### src/rtl/memcmd_pkg.sv
// Shared types for the DDR command decoder: decoded command codes,
// power states, raw ras/cas/we pin patterns and the strobe bundle.
package memcmd_pkg;

  typedef enum logic [3:0] {
    CMD_NOP, CMD_ACT, CMD_RD, CMD_RDA, CMD_WR, CMD_WRA, CMD_PR, CMD_PRA,
    CMD_REF, CMD_MRW, CMD_MRR, CMD_BST, CMD_CFG, CMD_RSV
  } cmd_e;

  typedef enum logic [2:0] {
    PWR_INIT, PWR_ACTIVE, PWR_PWRDN, PWR_SELFREF, PWR_DEEPPD
  } pwr_state_e;

  // {ras_n, cas_n, we_n} encodings
  localparam logic [2:0] RCW_MRW = 3'b000;
  localparam logic [2:0] RCW_REF = 3'b001;
  localparam logic [2:0] RCW_PR  = 3'b010;
  localparam logic [2:0] RCW_RSV = 3'b011;
  localparam logic [2:0] RCW_WR  = 3'b100;
  localparam logic [2:0] RCW_RD  = 3'b101;
  localparam logic [2:0] RCW_BST = 3'b110;
  localparam logic [2:0] RCW_NOP = 3'b111;

  // One bit per output strobe
  typedef struct packed {
    logic act, rd, rda, wr, wra, pr, pra, refr, srf, pd, pdx;
    logic dpd, dpdx, mrw, mrr, bst, cfg, ckeh, ckel;
  } strobe_t;

  // Strobe pattern for a command forwarded while ACTIVE
  function automatic strobe_t cmd_strobe(input cmd_e cmd);
    strobe_t s;
    s = '0;
    case (cmd)
      CMD_ACT: s.act  = 1'b1;
      CMD_RD:  s.rd   = 1'b1;
      CMD_RDA: s.rda  = 1'b1;
      CMD_WR:  s.wr   = 1'b1;
      CMD_WRA: s.wra  = 1'b1;
      CMD_PR:  s.pr   = 1'b1;
      CMD_PRA: s.pra  = 1'b1;
      CMD_REF: s.refr = 1'b1;
      CMD_MRW: s.mrw  = 1'b1;
      CMD_MRR: s.mrr  = 1'b1;
      CMD_BST: s.bst  = 1'b1;
      CMD_CFG: s.cfg  = 1'b1;
      default: ;
    endcase
    return s;
  endfunction

  // Commands that target a single bank
  function automatic logic is_banked(input cmd_e cmd);
    return cmd inside {CMD_ACT, CMD_RD, CMD_RDA, CMD_WR, CMD_WRA, CMD_PR, CMD_BST};
  endfunction

endpackage

### src/rtl/memcmd_if.sv
// DDR command pins in, decoded strobes and bank status out.
interface memcmd_if #(
  parameter int NBG   = 2,
  parameter int NBA   = 4,
  parameter int ADDRW = 17
);
  localparam int NBANK = NBG * NBA;
  localparam int BIDX  = $clog2(NBANK);

  logic                     cke, cs_n, act_n, ras_n, cas_n, we_n;
  logic [ADDRW-1:0]         a;
  logic [$clog2(NBG)-1:0]   bg;
  logic [$clog2(NBA)-1:0]   ba;

  logic ACT, RD, RDA, WR, WRA, PR, PRA, REF, SRF, PD, PDX;
  logic DPD, DPDX, MRW, MRR, BST, CFG, CKEH, CKEL;
  logic [NBANK-1:0]         bank_sel;
  logic [BIDX-1:0]          bank_idx;
  logic [ADDRW-1:0]         row_addr;
  logic [9:0]               col_addr;
  logic [NBANK-1:0]         bank_open;
  logic                     cmd_err;

  modport master (
    output cke, cs_n, act_n, ras_n, cas_n, we_n, a, bg, ba,
    input  ACT, RD, RDA, WR, WRA, PR, PRA, REF, SRF, PD, PDX,
           DPD, DPDX, MRW, MRR, BST, CFG, CKEH, CKEL,
           bank_sel, bank_idx, row_addr, col_addr, bank_open, cmd_err
  );

  modport slave (
    input  cke, cs_n, act_n, ras_n, cas_n, we_n, a, bg, ba,
    output ACT, RD, RDA, WR, WRA, PR, PRA, REF, SRF, PD, PDX,
           DPD, DPDX, MRW, MRR, BST, CFG, CKEH, CKEL,
           bank_sel, bank_idx, row_addr, col_addr, bank_open, cmd_err
  );
endinterface

### src/rtl/memcmd_bank_tracker.sv
// Per-bank open/closed tracking, command legality against that status,
// and the target mask that accompanies every strobe.
module memcmd_bank_tracker
  import memcmd_pkg::*;
#(
  parameter int NBANK = 8,
  parameter int BIDX  = 3
) (
  input  logic             clk,
  input  logic             rst_n,
  input  cmd_e             i_cmd,        // command offered for forwarding (NOP if none)
  input  logic [BIDX-1:0]  i_idx,
  input  logic             i_all_sel,    // power event: drive all-ones mask
  input  logic             i_clear_all,  // deep power-down exit wipes status
  output logic             o_legal,
  output logic             o_any_open,
  output logic [NBANK-1:0] o_bank_sel,
  output logic [NBANK-1:0] o_bank_open
);

  logic [NBANK-1:0] r_bank_open;
  logic [NBANK-1:0] w_open_nxt;
  logic [NBANK-1:0] w_onehot;
  logic             w_hit;
  logic             w_any_open;
  logic             w_legal;

  assign w_onehot    = {{(NBANK-1){1'b0}}, 1'b1} << i_idx;
  assign w_hit       = r_bank_open[i_idx];
  assign w_any_open  = |r_bank_open;
  assign o_legal     = w_legal;
  assign o_any_open  = w_any_open;
  assign o_bank_open = r_bank_open;

  // Legality of the offered command against current bank status
  always_comb begin
    // NOTE: every combinational output gets a default first, so no path leaves it unassigned and no latch is inferred.
    w_legal = 1'b1;
    case (i_cmd)
      CMD_ACT:                                 w_legal = !w_hit;
      CMD_RD, CMD_RDA, CMD_WR, CMD_WRA, CMD_BST: w_legal = w_hit;
      CMD_REF, CMD_MRW, CMD_CFG:               w_legal = !w_any_open;
      CMD_RSV:                                 w_legal = 1'b0;
      default: ;
    endcase
  end

  // Target mask: one-hot for banked commands, all ones for global ones
  always_comb begin
    o_bank_sel = '0;
    if (i_all_sel) begin
      o_bank_sel = '1;
    end else if (w_legal) begin
      if (is_banked(i_cmd))
        o_bank_sel = w_onehot;
      else if (i_cmd inside {CMD_PRA, CMD_REF, CMD_MRW, CMD_MRR, CMD_CFG})
        o_bank_sel = '1;
    end
  end

  // Next open-row status from legal ACT/PR/PRA/auto-precharge
  always_comb begin
    w_open_nxt = r_bank_open;
    if (i_clear_all) begin
      w_open_nxt = '0;
    end else if (w_legal) begin
      case (i_cmd)
        CMD_ACT:                 w_open_nxt[i_idx] = 1'b1;
        CMD_PR, CMD_RDA, CMD_WRA: w_open_nxt[i_idx] = 1'b0;
        CMD_PRA:                 w_open_nxt = '0;
        default: ;
      endcase
    end
  end

  // Open-row status register
  always_ff @(posedge clk or negedge rst_n) begin
    // NOTE: bank_open is a small flop vector rather than a RAM, so it takes the async reset like any other state.
    if (!rst_n) r_bank_open <= '0;
    else        r_bank_open <= w_open_nxt;
  end

endmodule

### src/rtl/memcmd_decode.sv
// DDR command decoder: pin decode, CKE power FSM and the single output
// register stage feeding the per-bank timing FSMs.
module memcmd_decode
  import memcmd_pkg::*;
#(
  parameter int NBG   = 2,
  parameter int NBA   = 4,
  parameter int ADDRW = 17
) (
  input  logic     clk,
  input  logic     rst_n,
  memcmd_if.slave  bus
);

  localparam int NBANK = NBG * NBA;
  localparam int BIDX  = $clog2(NBANK);

  pwr_state_e       r_state, w_state_nxt;
  logic             r_cke_q;
  cmd_e             w_cmd, w_trk_cmd;
  logic [2:0]       w_rcw;
  logic [BIDX-1:0]  w_idx;
  logic             w_rise, w_fwd;
  strobe_t          w_strb, r_strb;
  logic             w_err, r_err;
  logic             w_all_sel, w_clear_all;
  logic             w_legal, w_any_open;
  logic [NBANK-1:0] w_bank_sel, r_bank_sel, w_bank_open;
  logic [BIDX-1:0]  r_bank_idx;
  logic [ADDRW-1:0] r_row_addr;
  logic [9:0]       r_col_addr;

  assign w_rcw  = {bus.ras_n, bus.cas_n, bus.we_n};
  assign w_idx  = {bus.bg, bus.ba};
  assign w_rise = bus.cke & ~r_cke_q;

  // Commands only reach the bank tracker while ACTIVE with cke held high
  assign w_trk_cmd = (r_state == PWR_ACTIVE && bus.cke) ? w_cmd : CMD_NOP;
  assign w_fwd     = (w_trk_cmd != CMD_NOP) && w_legal;

  // Raw pin decode
  always_comb begin
    w_cmd = CMD_NOP;
    if (!bus.cs_n) begin
      if (!bus.act_n) begin
        w_cmd = CMD_ACT;
      end else begin
        case (w_rcw)
          RCW_MRW: w_cmd = bus.a[13] ? CMD_MRR : CMD_MRW;
          RCW_REF: w_cmd = CMD_REF;
          RCW_PR:  w_cmd = bus.a[10] ? CMD_PRA : CMD_PR;
          RCW_RSV: w_cmd = CMD_RSV;
          RCW_WR:  w_cmd = bus.a[10] ? CMD_WRA : CMD_WR;
          RCW_RD:  w_cmd = bus.a[10] ? CMD_RDA : CMD_RD;
          RCW_BST: w_cmd = bus.a[10] ? CMD_CFG : CMD_BST;
          default: w_cmd = CMD_NOP;
        endcase
      end
    end
  end

  // Power FSM next state and next-cycle strobes
  always_comb begin
    w_state_nxt = r_state;
    w_strb      = '0;
    w_err       = 1'b0;
    w_all_sel   = 1'b0;
    w_clear_all = 1'b0;
    case (r_state)
      PWR_INIT: begin
        if (w_rise) begin
          w_strb.ckeh = 1'b1;
          w_all_sel   = 1'b1;
          w_state_nxt = PWR_ACTIVE;
        end
      end
      PWR_ACTIVE: begin
        if (bus.cke) begin
          if (w_legal) w_strb = cmd_strobe(w_cmd);
          w_err = (w_cmd != CMD_NOP) && !w_legal;
        end else begin
          // cke fall: the sampled command selects the low-power state
          w_strb.ckel = 1'b1;
          w_all_sel   = 1'b1;
          w_state_nxt = PWR_PWRDN;
          case (w_cmd)
            CMD_REF: begin
              if (w_any_open) begin
                w_err     = 1'b1;
                w_strb.pd = 1'b1;
              end else begin
                w_strb.srf  = 1'b1;
                w_state_nxt = PWR_SELFREF;
              end
            end
            CMD_BST: begin
              w_strb.dpd  = 1'b1;
              w_state_nxt = PWR_DEEPPD;
            end
            CMD_NOP: w_strb.pd = 1'b1;
            default: begin
              w_err     = 1'b1;
              w_strb.pd = 1'b1;
            end
          endcase
        end
      end
      PWR_PWRDN, PWR_SELFREF, PWR_DEEPPD: begin
        w_err = (w_cmd != CMD_NOP);
        if (w_rise) begin
          w_strb.ckeh = 1'b1;
          w_all_sel   = 1'b1;
          w_state_nxt = PWR_ACTIVE;
          if (r_state == PWR_PWRDN) w_strb.pdx = 1'b1;
          if (r_state == PWR_DEEPPD) begin
            w_strb.dpdx = 1'b1;
            w_clear_all = 1'b1;
          end
        end
      end
      default: w_state_nxt = PWR_INIT;
    endcase
  end

  memcmd_bank_tracker #(
    .NBANK (NBANK),
    .BIDX  (BIDX)
  ) u_bank_tracker (
    .clk         (clk),
    .rst_n       (rst_n),
    .i_cmd       (w_trk_cmd),
    .i_idx       (w_idx),
    .i_all_sel   (w_all_sel),
    .i_clear_all (w_clear_all),
    .o_legal     (w_legal),
    .o_any_open  (w_any_open),
    .o_bank_sel  (w_bank_sel),
    .o_bank_open (w_bank_open)
  );

  // State register and output pipeline stage
  always_ff @(posedge clk or negedge rst_n) begin
    // NOTE: sequential state uses non-blocking assignments so every register samples pre-edge values.
    if (!rst_n) begin
      r_state    <= PWR_INIT;
      r_cke_q    <= 1'b0;
      r_strb     <= '0;
      r_err      <= 1'b0;
      r_bank_sel <= '0;
      r_bank_idx <= '0;
      r_row_addr <= '0;
      r_col_addr <= '0;
    end else begin
      r_state    <= w_state_nxt;
      r_cke_q    <= bus.cke;
      r_strb     <= w_strb;
      r_err      <= w_err;
      r_bank_sel <= w_bank_sel;
      if (w_fwd && is_banked(w_trk_cmd)) r_bank_idx <= w_idx;
      if (w_fwd && w_trk_cmd == CMD_ACT) r_row_addr <= bus.a;
      if (w_fwd && w_trk_cmd inside {CMD_RD, CMD_RDA, CMD_WR, CMD_WRA})
        r_col_addr <= bus.a[9:0];
    end
  end

  assign bus.ACT  = r_strb.act;
  assign bus.RD   = r_strb.rd;
  assign bus.RDA  = r_strb.rda;
  assign bus.WR   = r_strb.wr;
  assign bus.WRA  = r_strb.wra;
  assign bus.PR   = r_strb.pr;
  assign bus.PRA  = r_strb.pra;
  assign bus.REF  = r_strb.refr;
  assign bus.SRF  = r_strb.srf;
  assign bus.PD   = r_strb.pd;
  assign bus.PDX  = r_strb.pdx;
  assign bus.DPD  = r_strb.dpd;
  assign bus.DPDX = r_strb.dpdx;
  assign bus.MRW  = r_strb.mrw;
  assign bus.MRR  = r_strb.mrr;
  assign bus.BST  = r_strb.bst;
  assign bus.CFG  = r_strb.cfg;
  assign bus.CKEH = r_strb.ckeh;
  assign bus.CKEL = r_strb.ckel;

  assign bus.bank_sel  = r_bank_sel;
  assign bus.bank_idx  = r_bank_idx;
  assign bus.row_addr  = r_row_addr;
  assign bus.col_addr  = r_col_addr;
  assign bus.bank_open = w_bank_open;
  assign bus.cmd_err   = r_err;

endmodule

### src/flat_wrapper.sv
// flat-port wrapper written by rule: the top's interface ports become plain ports
module memcmd_decode_flat import memcmd_pkg::*;
#(
  parameter int NBG   = 2,
  parameter int NBA   = 4,
  parameter int ADDRW = 17
)
  (clk, rst_n, bus_cke, bus_cs_n, bus_act_n, bus_ras_n, bus_cas_n, bus_we_n, bus_a, bus_bg, bus_ba, bus_ACT, bus_RD, bus_RDA, bus_WR, bus_WRA, bus_PR, bus_PRA, bus_REF, bus_SRF, bus_PD, bus_PDX, bus_DPD, bus_DPDX, bus_MRW, bus_MRR, bus_BST, bus_CFG, bus_CKEH, bus_CKEL, bus_bank_sel, bus_bank_idx, bus_row_addr, bus_col_addr, bus_bank_open, bus_cmd_err);
  memcmd_if #(.NBG(NBG), .NBA(NBA), .ADDRW(ADDRW)) bus_i ();
  input  logic clk;
  input  logic rst_n;
  input wire logic [$bits(bus_i.cke)-1:0] bus_cke;
  input wire logic [$bits(bus_i.cs_n)-1:0] bus_cs_n;
  input wire logic [$bits(bus_i.act_n)-1:0] bus_act_n;
  input wire logic [$bits(bus_i.ras_n)-1:0] bus_ras_n;
  input wire logic [$bits(bus_i.cas_n)-1:0] bus_cas_n;
  input wire logic [$bits(bus_i.we_n)-1:0] bus_we_n;
  input wire logic [$bits(bus_i.a)-1:0] bus_a;
  input wire logic [$bits(bus_i.bg)-1:0] bus_bg;
  input wire logic [$bits(bus_i.ba)-1:0] bus_ba;
  output wire logic [$bits(bus_i.ACT)-1:0] bus_ACT;
  output wire logic [$bits(bus_i.RD)-1:0] bus_RD;
  output wire logic [$bits(bus_i.RDA)-1:0] bus_RDA;
  output wire logic [$bits(bus_i.WR)-1:0] bus_WR;
  output wire logic [$bits(bus_i.WRA)-1:0] bus_WRA;
  output wire logic [$bits(bus_i.PR)-1:0] bus_PR;
  output wire logic [$bits(bus_i.PRA)-1:0] bus_PRA;
  output wire logic [$bits(bus_i.REF)-1:0] bus_REF;
  output wire logic [$bits(bus_i.SRF)-1:0] bus_SRF;
  output wire logic [$bits(bus_i.PD)-1:0] bus_PD;
  output wire logic [$bits(bus_i.PDX)-1:0] bus_PDX;
  output wire logic [$bits(bus_i.DPD)-1:0] bus_DPD;
  output wire logic [$bits(bus_i.DPDX)-1:0] bus_DPDX;
  output wire logic [$bits(bus_i.MRW)-1:0] bus_MRW;
  output wire logic [$bits(bus_i.MRR)-1:0] bus_MRR;
  output wire logic [$bits(bus_i.BST)-1:0] bus_BST;
  output wire logic [$bits(bus_i.CFG)-1:0] bus_CFG;
  output wire logic [$bits(bus_i.CKEH)-1:0] bus_CKEH;
  output wire logic [$bits(bus_i.CKEL)-1:0] bus_CKEL;
  output wire logic [$bits(bus_i.bank_sel)-1:0] bus_bank_sel;
  output wire logic [$bits(bus_i.bank_idx)-1:0] bus_bank_idx;
  output wire logic [$bits(bus_i.row_addr)-1:0] bus_row_addr;
  output wire logic [$bits(bus_i.col_addr)-1:0] bus_col_addr;
  output wire logic [$bits(bus_i.bank_open)-1:0] bus_bank_open;
  output wire logic [$bits(bus_i.cmd_err)-1:0] bus_cmd_err;
  assign bus_i.cke = bus_cke;
  assign bus_i.cs_n = bus_cs_n;
  assign bus_i.act_n = bus_act_n;
  assign bus_i.ras_n = bus_ras_n;
  assign bus_i.cas_n = bus_cas_n;
  assign bus_i.we_n = bus_we_n;
  assign bus_i.a = bus_a;
  assign bus_i.bg = bus_bg;
  assign bus_i.ba = bus_ba;
  assign bus_ACT = bus_i.ACT;
  assign bus_RD = bus_i.RD;
  assign bus_RDA = bus_i.RDA;
  assign bus_WR = bus_i.WR;
  assign bus_WRA = bus_i.WRA;
  assign bus_PR = bus_i.PR;
  assign bus_PRA = bus_i.PRA;
  assign bus_REF = bus_i.REF;
  assign bus_SRF = bus_i.SRF;
  assign bus_PD = bus_i.PD;
  assign bus_PDX = bus_i.PDX;
  assign bus_DPD = bus_i.DPD;
  assign bus_DPDX = bus_i.DPDX;
  assign bus_MRW = bus_i.MRW;
  assign bus_MRR = bus_i.MRR;
  assign bus_BST = bus_i.BST;
  assign bus_CFG = bus_i.CFG;
  assign bus_CKEH = bus_i.CKEH;
  assign bus_CKEL = bus_i.CKEL;
  assign bus_bank_sel = bus_i.bank_sel;
  assign bus_bank_idx = bus_i.bank_idx;
  assign bus_row_addr = bus_i.row_addr;
  assign bus_col_addr = bus_i.col_addr;
  assign bus_bank_open = bus_i.bank_open;
  assign bus_cmd_err = bus_i.cmd_err;
  memcmd_decode #(.NBG(NBG), .NBA(NBA), .ADDRW(ADDRW)) u_core (.clk(clk), .rst_n(rst_n), .bus(bus_i));
endmodule
### config.mk
export PLATFORM = sky130hd
export DESIGN_NAME = memcmd_decode_flat
export DESIGN_NICKNAME = d
export VERILOG_FILES = /design/src/rtl/memcmd_pkg.sv /design/src/rtl/memcmd_if.sv /design/src/rtl/memcmd_bank_tracker.sv /design/src/rtl/memcmd_decode.sv /design/src/flat_wrapper.sv
export SDC_FILE = /design/constraint.sdc
export NUM_CORES = 1
export LEC_CHECK = 0
export ABC_AREA = 0
export CAP_MARGIN = 15
export CORE_UTILIZATION = 48
export DETAILED_ROUTE_END_ITERATION = 12
export GPL_ROUTABILITY_DRIVEN = 0
export PLACE_DENSITY = 0.81
export SYNTH_ARGS = -nofsm -noshare
export SYNTH_HDL_FRONTEND = slang
export SYNTH_SLANG_ARGS = --single-unit
### constraint.sdc
create_clock -name clk -period 2.9 [get_ports clk]
set_input_delay 0.58 -clock clk [delete_from_list [all_inputs] [get_ports clk]]
set_output_delay 0.58 -clock clk [all_outputs]
set_load 0.005 [all_outputs]
==> results_dict.tcl <==
set metrics [dict create \
    worstMarginPinSlew_ns 0.566 \
    drt_first_iter_violations 149 \
    ctsResizeCount 0 \
    drive_gt1_frac 0.211 \
    syn_area_um2 3360 \
    ioPinCount 94 \
    cp-start-kind "input pin" \
    port_buffers 93 \
    final_common_cell "clkdlybuf4s50_1" \
    finalSetupViolCount 0 \
    synth_cells 296 \
    initial_core_util 0.495 \
    ant_nets 0 \
    vias 2872 \
    hold_buffers 0 \
    mostFrequentLayoutCells "clkdlybuf4s50_1 (92), dfrtp_1 (70), buf_4 (36)" \
    diodes 0 \
    dr.pass1.iters 4 \
    postCtsSetupRepairBufs 0 \
    overflow 0 \
    worst_slack_ns 0.154 \
    holdWs_ns 0.194 \
    stdcell_area_um2 4850 \
    core_region_area_um2 6790 \
    slew_viol_final 0 \
    cts_tree "built" \
    htreeDepth 3 \
    path_clk_slew_ns 0.08 \
    yosysSeqAreaShare 0.521 \
    synth_seq_cells 70 \
    die_area_um2 7350 \
    ys_warn_count 0 \
    placed_cell_area_um2 4650 \
    rsz0062_at_grt "false" \
    die_w_um 85.7 \
    vias_per_cell 5.44 \
    period_share 0.947 \
    drcViolationCount 0 \
    preCtsSetupSlack_ns -0.169 \
    cp_data_required_time_ns 3.14 \
    status "complete, no violations" \
    clock_latency_ns 0.35 \
    hold_class "input pin to async pin" \
    synthFlopType "dfrtp_1" \
    cts_buffers 9 \
    cp.arrival_ns 2.99 \
    root_buffer "clkbuf_8" \
    grt_usage 0.238 \
    synthesis.nets 324 \
    hold_viol 0 \
    fmax_ghz 0.364 \
    dieHeight_um 85.7 \
    cts_max_path_buffers 2 \
    grt_pass1_wl_um 13400 \
    setup.worst_path.class "input pin to register" \
    synth_edf_count 0 \
    cellLeakagePower_uw 0.00220 \
    area_growth_pct 44.2 \
    irDropWorstVdd_v 0.000302 \
    grt_start_max_net_pins 49 \
    cp-end-kind "register" \
    power.density_nw_per_um2 595 \
    setup-tns-final_ns 0 \
    path_max_fanout 6 \
    fin_crit_ns 2.75 \
    async_flop_share 1.00 \
    avgSynthCellArea_um2 11.4 \
    final_nets 455 \
    yosysUniqueCellTypes 62 \
    avgRoutedWirePerCell_um 15.9 \
    first_global_vias 2717 \
    grt_antenna_before_repair 0 \
    rows 30 \
    slew_headroom 0.623 \
    hpwl_um 6320 \
    cap_violations 0 \
    wl_um 8370 \
    fin_skew_ns 0.00880 \
    tritoncts_num_sinks 70 \
]
kinds of logic (layout without fill, tap and decap cells):
| kind of cell | after synthesis | in the layout | share of synthesized area |
|---|---|---|---|
| simple gates | 112 | 112 | 0.174 |
| flops | 70 | 70 | 0.521 |
| mux | 35 | 35 | 0.130 |
| buf+inv | 16 | 152 | 0.0253 |
| compound gates | 61 | 61 | 0.145 |
| xor+xnor | 2 | 2 | 0.00521 |
layer usage:
layer  wire [um]  vias up  global-route usage
li1            -     1334                   -
met1        3460     1386               0.298
met2        4160      129               0.398
met3         577       23              0.0568
met4         178        0               0.102
met5           0        -                   0
cells in the mapped netlist, types with 5 or more instances:
cell type,instances,area share
dfrtp_1,70,0.52
nand2b_1,8,0.015
and3_1,6,0.011
o21ai_0,8,0.012
o21ai_1,10,0.015
nor2_1,31,0.035
mux2_1,9,0.030
nand3_1,11,0.016
a22oi_1,6,0.013
mux2_4,10,0.045
nor3_1,8,0.012
mux2_2,11,0.037
buf_2,5,0.0074
a21oi_1,11,0.016
nor2b_1,8,0.015
nand2_1,23,0.026
flip-flops by register name, indices dropped and copies added, names as in the netlist, 3 cells and up:
name and cells:
u_core.bus.bank_idx 3, u_core.bus.bank_sel 8, u_core.bus.col_addr 10, u_core.bus.row_addr 17, u_core.r_state 3, u_core.u_bank_tracker.o_bank_open 8
cell type report:
cell class / instances / area, um^2
fillers: 497 / 1940
flip-flops and latches: 70 / 1750
multi-input cells: 210 / 1530
repair buffers: 131 / 1240
clock buffers: 9 / 124
well taps: 96 / 120
clock inverters: 7 / 72.6
inverters: 5 / 18.8
per-stage QoR:
stage                     power, uW  cells   util
after global routing           3040    528  0.714
after detailed placement       2130    512  0.685
after global placement         2090    512  0.685
after CTS                      2910    528  0.714
final                          2890    528  0.714
after floorplan                1590    296      -
critical path, stage by stage:
cell	delay, ns
clkdlybuf4s50_1	0.63
mux2i_1	0.14
mux4_2	0.54
and3_1	0.19
a32oi_1	0.21
o221ai_2	0.17
nand2b_1	0.18
mux2_1	0.35
where the power goes:
| part | total (uW) | internal [uW] | switching [uW] |
|---|---|---|---|
| clock network | 777 | 398 | 379 |
| logic | 845 | 550 | 295 |
| registers | 1260 | 1160 | 105 |
worst paths after layout:
kind                                          from                      end  slack [ns]  cells after the start
min reg2reg                u_core.bus.row_addr[16]  u_core.bus.row_addr[16]        0.49                      1
min in group clk           u_core.bus.row_addr[16]  u_core.bus.row_addr[16]        0.49                      1
max reg2reg                      u_core.r_state[2]   u_core.bus.col_addr[8]        0.49                      6
max                                      bus_ba[1]   u_core.bus.bank_idx[1]        0.15                      8
min                                          rst_n   u_core.bus.row_addr[3]        0.19                      1
max in group asynchronous                    rst_n  u_core.bus.row_addr[10]        2.08                      2
(Power assumes the default switching activity.)
